**src/rtl/gunzip_stored_if.sv**
```systemverilog
// Stream and status bundle for the stored-block gzip decoder.
// The decoder connects through the slave modport and its driver through the master modport.
interface gunzip_stored_if;
    logic [31:0] s_axis_tdata;
    logic        s_axis_tvalid;
    logic        s_axis_tready;
    logic [7:0]  m_axis_tdata;
    logic        m_axis_tvalid;
    logic        m_axis_tready;
    logic        m_axis_tlast;
    logic        done;
    logic        error;
    logic [2:0]  err_code;
    logic [31:0] crc32;
    logic [31:0] isize;

    modport slave (
        input  s_axis_tdata, s_axis_tvalid, m_axis_tready,
        output s_axis_tready, m_axis_tdata, m_axis_tvalid, m_axis_tlast,
        output done, error, err_code, crc32, isize
    );

    modport master (
        output s_axis_tdata, s_axis_tvalid, m_axis_tready,
        input  s_axis_tready, m_axis_tdata, m_axis_tvalid, m_axis_tlast,
        input  done, error, err_code, crc32, isize
    );
endinterface

```
**src/rtl/gunzip_stored.sv**
```systemverilog
// Decodes a gzip member made only of stored blocks into a byte stream and checks CRC32 and ISIZE.
// Latency: a payload byte consumed in cycle N is presented on m_axis in cycle N+1.
// Backpressure: m_axis stalls hold the output register and stop payload consumption; header bytes never stall.
module gunzip_stored (
    input  logic           core_clock,
    input  logic           rst_n,
    gunzip_stored_if.slave bus
);

    typedef enum logic [2:0] {
        S_HDR, S_BLK, S_LEN, S_DATA, S_TRL, S_DONE, S_ERR
    } state_t;

    state_t      state_q, state_d;
    logic [2:0]  code_d;
    logic [31:0] hold_q;
    logic [2:0]  cnt_q;
    logic [3:0]  idx_q;
    logic [31:0] acc_q;
    logic [15:0] rem_q;
    logic        bfinal_q;
    logic [31:0] crc_q;
    logic [31:0] isize_q;
    logic [7:0]  m_dat_q;
    logic        m_vld_q;
    logic        m_last_q;
    logic        done_q;
    logic        error_q;
    logic [2:0]  err_code_q;

    logic [7:0]  cur_byte;
    logic        consume;
    logic        load;
    logic        s_rdy;
    logic [31:0] acc_full;

    function automatic logic [31:0] crc_byte(input logic [31:0] c, input logic [7:0] d);
        logic [31:0] r;
        r = c ^ {24'd0, d};
        for (int i = 0; i < 8; i++) begin
            r = r[0] ? ((r >> 1) ^ 32'hEDB88320) : (r >> 1);
        end
        return r;
    endfunction

    always_comb begin
        cur_byte = hold_q[7:0];
        consume  = 1'b0;
        case (state_q)
            S_HDR, S_BLK, S_LEN, S_TRL: consume = (cnt_q != 3'd0);
            S_DATA:                     consume = (cnt_q != 3'd0) && (!m_vld_q || bus.m_axis_tready);
            default:                    consume = 1'b0;
        endcase
        // Gated by rst_n so the source never sees ready while the block is held in reset.
        s_rdy    = rst_n && (state_q != S_DONE) && (state_q != S_ERR) &&
                   ((cnt_q == 3'd0) || ((cnt_q == 3'd1) && consume));
        load     = bus.s_axis_tvalid && s_rdy;
        acc_full = {cur_byte, acc_q[31:8]};
    end

    always_comb begin
        state_d = state_q;
        code_d  = 3'd0;
        case (state_q)
            S_HDR: if (consume) begin
                if ((idx_q == 4'd0 && cur_byte != 8'h1F) ||
                    (idx_q == 4'd1 && cur_byte != 8'h8B) ||
                    (idx_q == 4'd2 && cur_byte != 8'h08)) begin
                    state_d = S_ERR;
                    code_d  = 3'd1;
                end else if (idx_q == 4'd3 && cur_byte != 8'h00) begin
                    state_d = S_ERR;
                    code_d  = 3'd2;
                end else if (idx_q == 4'd9) begin
                    state_d = S_BLK;
                end
            end
            S_BLK: if (consume) begin
                if (cur_byte[2:1] != 2'b00) begin
                    state_d = S_ERR;
                    code_d  = 3'd3;
                end else begin
                    state_d = S_LEN;
                end
            end
            S_LEN: if (consume && idx_q == 4'd3) begin
                if (acc_full[31:16] != ~acc_full[15:0]) begin
                    state_d = S_ERR;
                    code_d  = 3'd4;
                end else if (acc_full[15:0] == 16'd0) begin
                    state_d = bfinal_q ? S_TRL : S_BLK;
                end else begin
                    state_d = S_DATA;
                end
            end
            S_DATA: if (consume && rem_q == 16'd1) begin
                state_d = bfinal_q ? S_TRL : S_BLK;
            end
            S_TRL: if (consume) begin
                if (idx_q == 4'd3 && acc_full != ~crc_q) begin
                    state_d = S_ERR;
                    code_d  = 3'd5;
                end else if (idx_q == 4'd7 && acc_full != isize_q) begin
                    state_d = S_ERR;
                    code_d  = 3'd6;
                end else if (idx_q == 4'd7) begin
                    state_d = S_DONE;
                end
            end
            default: state_d = state_q;
        endcase
    end

    always_ff @(posedge core_clock or negedge rst_n) begin
        if (!rst_n) state_q <= S_HDR;
        else        state_q <= state_d;
    end

    always_ff @(posedge core_clock or negedge rst_n) begin
        if (!rst_n) begin
            hold_q     <= 32'd0;
            cnt_q      <= 3'd0;
            idx_q      <= 4'd0;
            acc_q      <= 32'd0;
            rem_q      <= 16'd0;
            bfinal_q   <= 1'b0;
            crc_q      <= 32'hFFFFFFFF;
            isize_q    <= 32'd0;
            m_dat_q    <= 8'd0;
            m_vld_q    <= 1'b0;
            m_last_q   <= 1'b0;
            done_q     <= 1'b0;
            error_q    <= 1'b0;
            err_code_q <= 3'd0;
        end else begin
            if (load) begin
                hold_q <= bus.s_axis_tdata;
                cnt_q  <= 3'd4;
            end else if (state_d == S_DONE || state_d == S_ERR) begin
                cnt_q  <= 3'd0;
            end else if (consume) begin
                hold_q <= hold_q >> 8;
                cnt_q  <= cnt_q - 3'd1;
            end

            // Index restarts on every state change; LEN and TRL fields assemble LSB first in acc_q.
            if (state_d != state_q) idx_q <= 4'd0;
            else if (consume)       idx_q <= idx_q + 4'd1;
            if (consume) acc_q <= acc_full;

            if (state_q == S_BLK && consume) bfinal_q <= cur_byte[0];
            if (state_q == S_LEN && consume && idx_q == 4'd3) rem_q <= acc_full[15:0];

            if (state_q == S_DATA && consume) begin
                rem_q    <= rem_q - 16'd1;
                m_dat_q  <= cur_byte;
                m_vld_q  <= 1'b1;
                m_last_q <= bfinal_q && (rem_q == 16'd1);
                crc_q    <= crc_byte(crc_q, cur_byte);
                isize_q  <= isize_q + 32'd1;
            end else if (bus.m_axis_tready) begin
                m_vld_q  <= 1'b0;
                m_last_q <= 1'b0;
            end

            if (state_d == S_DONE) done_q  <= 1'b1;
            if (state_d == S_ERR)  error_q <= 1'b1;
            if (code_d != 3'd0)    err_code_q <= code_d;
        end
    end

    assign bus.s_axis_tready = s_rdy;
    assign bus.m_axis_tdata  = m_dat_q;
    assign bus.m_axis_tvalid = m_vld_q;
    assign bus.m_axis_tlast  = m_last_q;
    assign bus.done          = done_q;
    assign bus.error         = error_q;
    assign bus.err_code      = err_code_q;
    assign bus.crc32         = ~crc_q;
    assign bus.isize         = isize_q;

endmodule

```
**src/flat_wrapper.sv**
```systemverilog
// flat-port wrapper written by rule: the top's interface ports become plain ports
module gunzip_stored_flat 
  (core_clock, rst_n, bus_s_axis_tdata, bus_s_axis_tvalid, bus_m_axis_tready, bus_s_axis_tready, bus_m_axis_tdata, bus_m_axis_tvalid, bus_m_axis_tlast, bus_done, bus_error, bus_err_code, bus_crc32, bus_isize);
  gunzip_stored_if bus_i ();
  input  logic core_clock;
  input  logic rst_n;
  input wire logic [$bits(bus_i.s_axis_tdata)-1:0] bus_s_axis_tdata;
  input wire logic [$bits(bus_i.s_axis_tvalid)-1:0] bus_s_axis_tvalid;
  input wire logic [$bits(bus_i.m_axis_tready)-1:0] bus_m_axis_tready;
  output wire logic [$bits(bus_i.s_axis_tready)-1:0] bus_s_axis_tready;
  output wire logic [$bits(bus_i.m_axis_tdata)-1:0] bus_m_axis_tdata;
  output wire logic [$bits(bus_i.m_axis_tvalid)-1:0] bus_m_axis_tvalid;
  output wire logic [$bits(bus_i.m_axis_tlast)-1:0] bus_m_axis_tlast;
  output wire logic [$bits(bus_i.done)-1:0] bus_done;
  output wire logic [$bits(bus_i.error)-1:0] bus_error;
  output wire logic [$bits(bus_i.err_code)-1:0] bus_err_code;
  output wire logic [$bits(bus_i.crc32)-1:0] bus_crc32;
  output wire logic [$bits(bus_i.isize)-1:0] bus_isize;
  assign bus_i.s_axis_tdata = bus_s_axis_tdata;
  assign bus_i.s_axis_tvalid = bus_s_axis_tvalid;
  assign bus_i.m_axis_tready = bus_m_axis_tready;
  assign bus_s_axis_tready = bus_i.s_axis_tready;
  assign bus_m_axis_tdata = bus_i.m_axis_tdata;
  assign bus_m_axis_tvalid = bus_i.m_axis_tvalid;
  assign bus_m_axis_tlast = bus_i.m_axis_tlast;
  assign bus_done = bus_i.done;
  assign bus_error = bus_i.error;
  assign bus_err_code = bus_i.err_code;
  assign bus_crc32 = bus_i.crc32;
  assign bus_isize = bus_i.isize;
  gunzip_stored u_core (.core_clock(core_clock), .rst_n(rst_n), .bus(bus_i));
endmodule
```
**config.mk**
```make
export PLATFORM = sky130hd
export DESIGN_NAME = gunzip_stored_flat
export DESIGN_NICKNAME = d
export VERILOG_FILES = /design/src/rtl/gunzip_stored_if.sv /design/src/rtl/gunzip_stored.sv /design/src/flat_wrapper.sv
export SDC_FILE = /design/constraint.sdc
export NUM_CORES = 1
export LEC_CHECK = 0
export ABC_CLOCK_PERIOD_IN_PS = 6540
export CORE_MARGIN = 10
export CORE_UTILIZATION = 45
export DETAILED_ROUTE_END_ITERATION = 8
export GPL_ROUTABILITY_DRIVEN = 0
export HOLD_SLACK_MARGIN = 0.06
export PLACE_DENSITY = 0.7
export SLEW_MARGIN = 20
export SYNTH_ARGS = -nofsm -noshare
export SYNTH_HDL_FRONTEND = slang
export SYNTH_SLANG_ARGS = --single-unit
export TNS_END_PERCENT = 10
```
**constraint.sdc**
```tcl
create_clock -name core_clock -period 6.54 [get_ports core_clock]
set_input_delay 1.308 -clock core_clock [delete_from_list [all_inputs] [get_ports core_clock]]
set_output_delay 1.308 -clock core_clock [all_outputs]
set_load 0.01 [all_outputs]
```
==> qor.yml <==
clock_tree:
  hold_buffers: 0
  cts.clk_slew.worst_paths_ns: 0.07
  cts_root_buffer: "clkbuf_16"
  cts_buffers: 17
  clock_latency_ns: 0.44
  cts_buffer_depth: 2
  cts_tree: "done"
  htreeDepth: 4
  clock-sinks: 162
  cts_resized: 0
  postCtsSetupBuffers: 0
sta:
  finalCritPeriodShare_pct: 77.7
  max_freq_mhz: 197
  tns_ns: 0
  maxSlewHeadroom_pct: 34.8
  slew_violations: 0
  fin_crit_ns: 5.08
  tightest_slew_ns: 0.970
  hold_viol: 0
  rsz0062_at_grt: "false"
  clock_skew_ns: 0.0119
  setup_violations: 0
synth:
  syn_nets: 1052
  ys_ff_latch: 162
  synth_area_leader_cell: "dfrtp_1"
  syn_avg_cell_area_sq_um: 9.10
  synth_flop_cell: "dfrtp_1"
  ys_seq_area_share_pct: 44.7
  synthCells: 1006
  synth_area_leaders: "dfrtp_1, xnor2_1, dfstp_2, nand2_1, xor2_1"
  synthArstFlopShare_pct: 100
  synth-edff-count: 0
  yosysWarningCount: 0
  netlist.area_leader.share_pct: 35.5
  synth.distinct_cells: 64
  syn_area_sq_mm: 0.00916
global_routing:
  grt_pass1_wl_microns: 41000
  grt_max_degree: 65
  grt_pass1_vias: 7397
  antenna_found_initial: 0
  grt_overflow_total: 0
  grt_usage_pct: 19.3
critical_path:
  path_cells: "clkdlybuf4s50_1 > nand2b_1 > o211a_1 > buf_4 > nand4_1 > a21o_1 > and4b_1 > o211ai_2 > and4_1 > mux2_2"
  setup.worst_path.class: "in2reg"
  critPathRequiredTime_ns: 6.86
  r2r-end: "u_core.hold_q[1]$_DFFE_PN0P_"
  rr_worst_depth: 12
  slowest_stage: "and4_1"
  reg2reg_slack_ns: 1.73
  worst_ep_arrival_time_ns: 5.40
  start_kind: "input pin"
  worstSetupEndpointType: "register"
  slowest_delay_ns: 0.95
  r2r_start: "u_core.cnt_q[0]$_DFFE_PN0P_"
  cp_max_fo: 49
hold_path:
  hold_end: "u_core.bus.err_code[1]$_DFFE_PN0P_"
  holdCritStartpoint: "u_core.bus.err_code[1]$_DFFE_PN0P_"
  holdCritPathClass: "reg2reg"
  holdPathStages: 2
final_layout:
  layoutNonFillerInstCount: 1362
  n_antenna_cell: 0
  synthToLayoutAreaGrowth_pct: 20.1
  fin_nets: 1125
  drive_gt1_share_pct: 8.24
placement:
  port_buffers: 115
  hpwl_microns: 17600
  dp_cells: 1330
floorplan:
  fp-row-count: 52
  start_util_pct: 45.6
  chipWidth_microns: 163
  design.core.area_sq_mm: 0.0201
  io_pins: 116
  fp.dieH_microns: 163
  dieArea_sq_mm: 0.0265
route:
  wl_per_cell_microns: 18.6
  first_iter_violations: 706
  first_pass_iters: 5
  drc: 0
  dr_total_vias: 7480
  vias_per_cell: 5.49
  drt-total-wl_microns: 25300
  ant_nets: 0
status:
  status: "finished, final reports clean"
power:
  power_density_mw_per_mm2: 286
  leakage_nw: 4.45
  peakVddDrop_v: 0.000180
flow_run:
  maxCapViolCount: 0
per-stage QoR:
stage	worst slack, ns	area (sq um)	hold WS [ns]	util (%)	power [W]
finish	1.46	11000	0.483	54.7	0.00315
floorplan	2.83	9160	0.459	-	0.00194
global route	1.21	11000	0.496	54.7	0.00331
CTS	1.52	11000	0.486	54.7	0.00316
detailed placement	1.06	10400	0.464	51.8	0.00215
global placement	1.16	10400	0.459	51.8	0.00214
per-layer routing:
layer  vias up  wire (microns)  track usage [%]
met2       253           11600             30.1
met4         0             624             7.01
li1       3530               -                -
met3        49            1730             4.83
met5         -               0                0
met1      3648           11300             25.3
how the worst max path moves through the flow:
stage,startpoint,endpoint,cells past startpoint
finish,bus_m_axis_tready,u_core.hold_q[1]$_DFFE_PN0P_,10
CTS,bus_m_axis_tready,u_core.hold_q[1]$_DFFE_PN0P_,10
global route,bus_m_axis_tready,u_core.hold_q[1]$_DFFE_PN0P_,10
detailed placement,bus_m_axis_tready,u_core.hold_q[1]$_DFFE_PN0P_,10
floorplan,bus_m_axis_tready,u_core.hold_q[16]$_DFFE_PN0P_,10
global placement,bus_m_axis_tready,u_core.hold_q[3]$_DFFE_PN0P_,10
synthesized netlist by cell type, types with 3 or more instances:
cell,n
buf_6,4
nand4b_1,3
xnor2_1,163
mux2_4,3
and3_1,11
o21ai_0,39
buf_1,4
clkbuf_1,52
a21oi_1,15
nand4_1,23
nand2b_1,4
nor2_1,45
and2_1,4
nor3_1,15
nor4_1,20
nand2_1,217
nand3_1,21
mux2_2,4
dfrtp_1,130
dfstp_2,32
a22o_1,8
a31oi_1,21
or2_2,3
a221o_1,19
o211ai_1,6
ha_1,10
xor2_1,24
buf_2,8
o311ai_0,4
inv_1,49
placed cells by master (no fill, tap or decap), drive strengths merged, types with 7 or more instances in the layout:
| cell | synthesis | routed |
|---|---|---|
| nand2 | 217 | 217 |
| dfrtp | 130 | 130 |
| xor2 | 24 | 24 |
| nand4 | 23 | 23 |
| a21oi | 15 | 15 |
| nand3 | 21 | 21 |
| nor2 | 45 | 45 |
| mux2 | 7 | 7 |
| nor3 | 15 | 15 |
| clkdlybuf4s50 | 0 | 114 |
| dfstp | 32 | 32 |
| inv | 49 | 59 |
| and3 | 11 | 11 |
| a22o | 8 | 8 |
| buf | 18 | 10 |
| nor4 | 20 | 20 |
| o211ai | 7 | 7 |
| xnor2 | 163 | 163 |
| a221o | 19 | 19 |
| a31oi | 21 | 21 |
| clkbuf | 52 | 17 |
| ha | 10 | 10 |
| o21ai | 39 | 39 |
logic make-up after synthesis:
| logic type | share of synthesized area [%] |
|---|---|
| AOI/OAI and AO/OA | 10.9 |
| and+or+nand+nor | 18.7 |
| xor gates and xnor gates | 17.9 |
| buffers and inverters | 5.40 |
| DFF | 44.7 |
| adders and majority gates | 1.37 |
| muxes | 1.09 |
state kept, by name, summed over array words and instances (netlist names):
| register | flops |
|---|---|
| u_core.bus.m_axis_tlast | 1 |
| u_core.idx_q | 4 |
| u_core.cnt_q | 3 |
| u_core.bus.err_code | 3 |
| u_core.bus.m_axis_tvalid | 1 |
| u_core.bus.m_axis_tdata | 8 |
| u_core.bus.error | 1 |
| u_core.crc_q | 32 |
| u_core.state_q | 3 |
| u_core.bus.done | 1 |
| u_core.rem_q | 16 |
| u_core.bus.isize | 32 |
| u_core.bfinal_q | 1 |
| u_core.acc_q | 24 |
| u_core.hold_q | 32 |
critical path, delay by kind of cell:
family          cells  cell delay, ns
compound gates      3            1.18
buf+inv             2            0.95
mux                 1            0.42
simple gates        4            1.52
report_power, final:
part | leakage, nW | switching [W] | internal [W]
registers | 2.01 | 0.000142 | 0.00108
clock network | 0.281 | 0.000462 | 0.000543
logic | 2.16 | 0.000447 | 0.000470
final cells by class:
cell class                      count  area [sq um]
Fill cell                        1792          9110
Multi-Input combinational cell    725          4580
Sequential cell                   162          4090
Timing Repair Buffer              124          1220
Clock buffer                       17           425
Tap cell                          270           338
Inverter                           49           184
Clock inverter                     15           161
(Power assumes the default switching activity.)
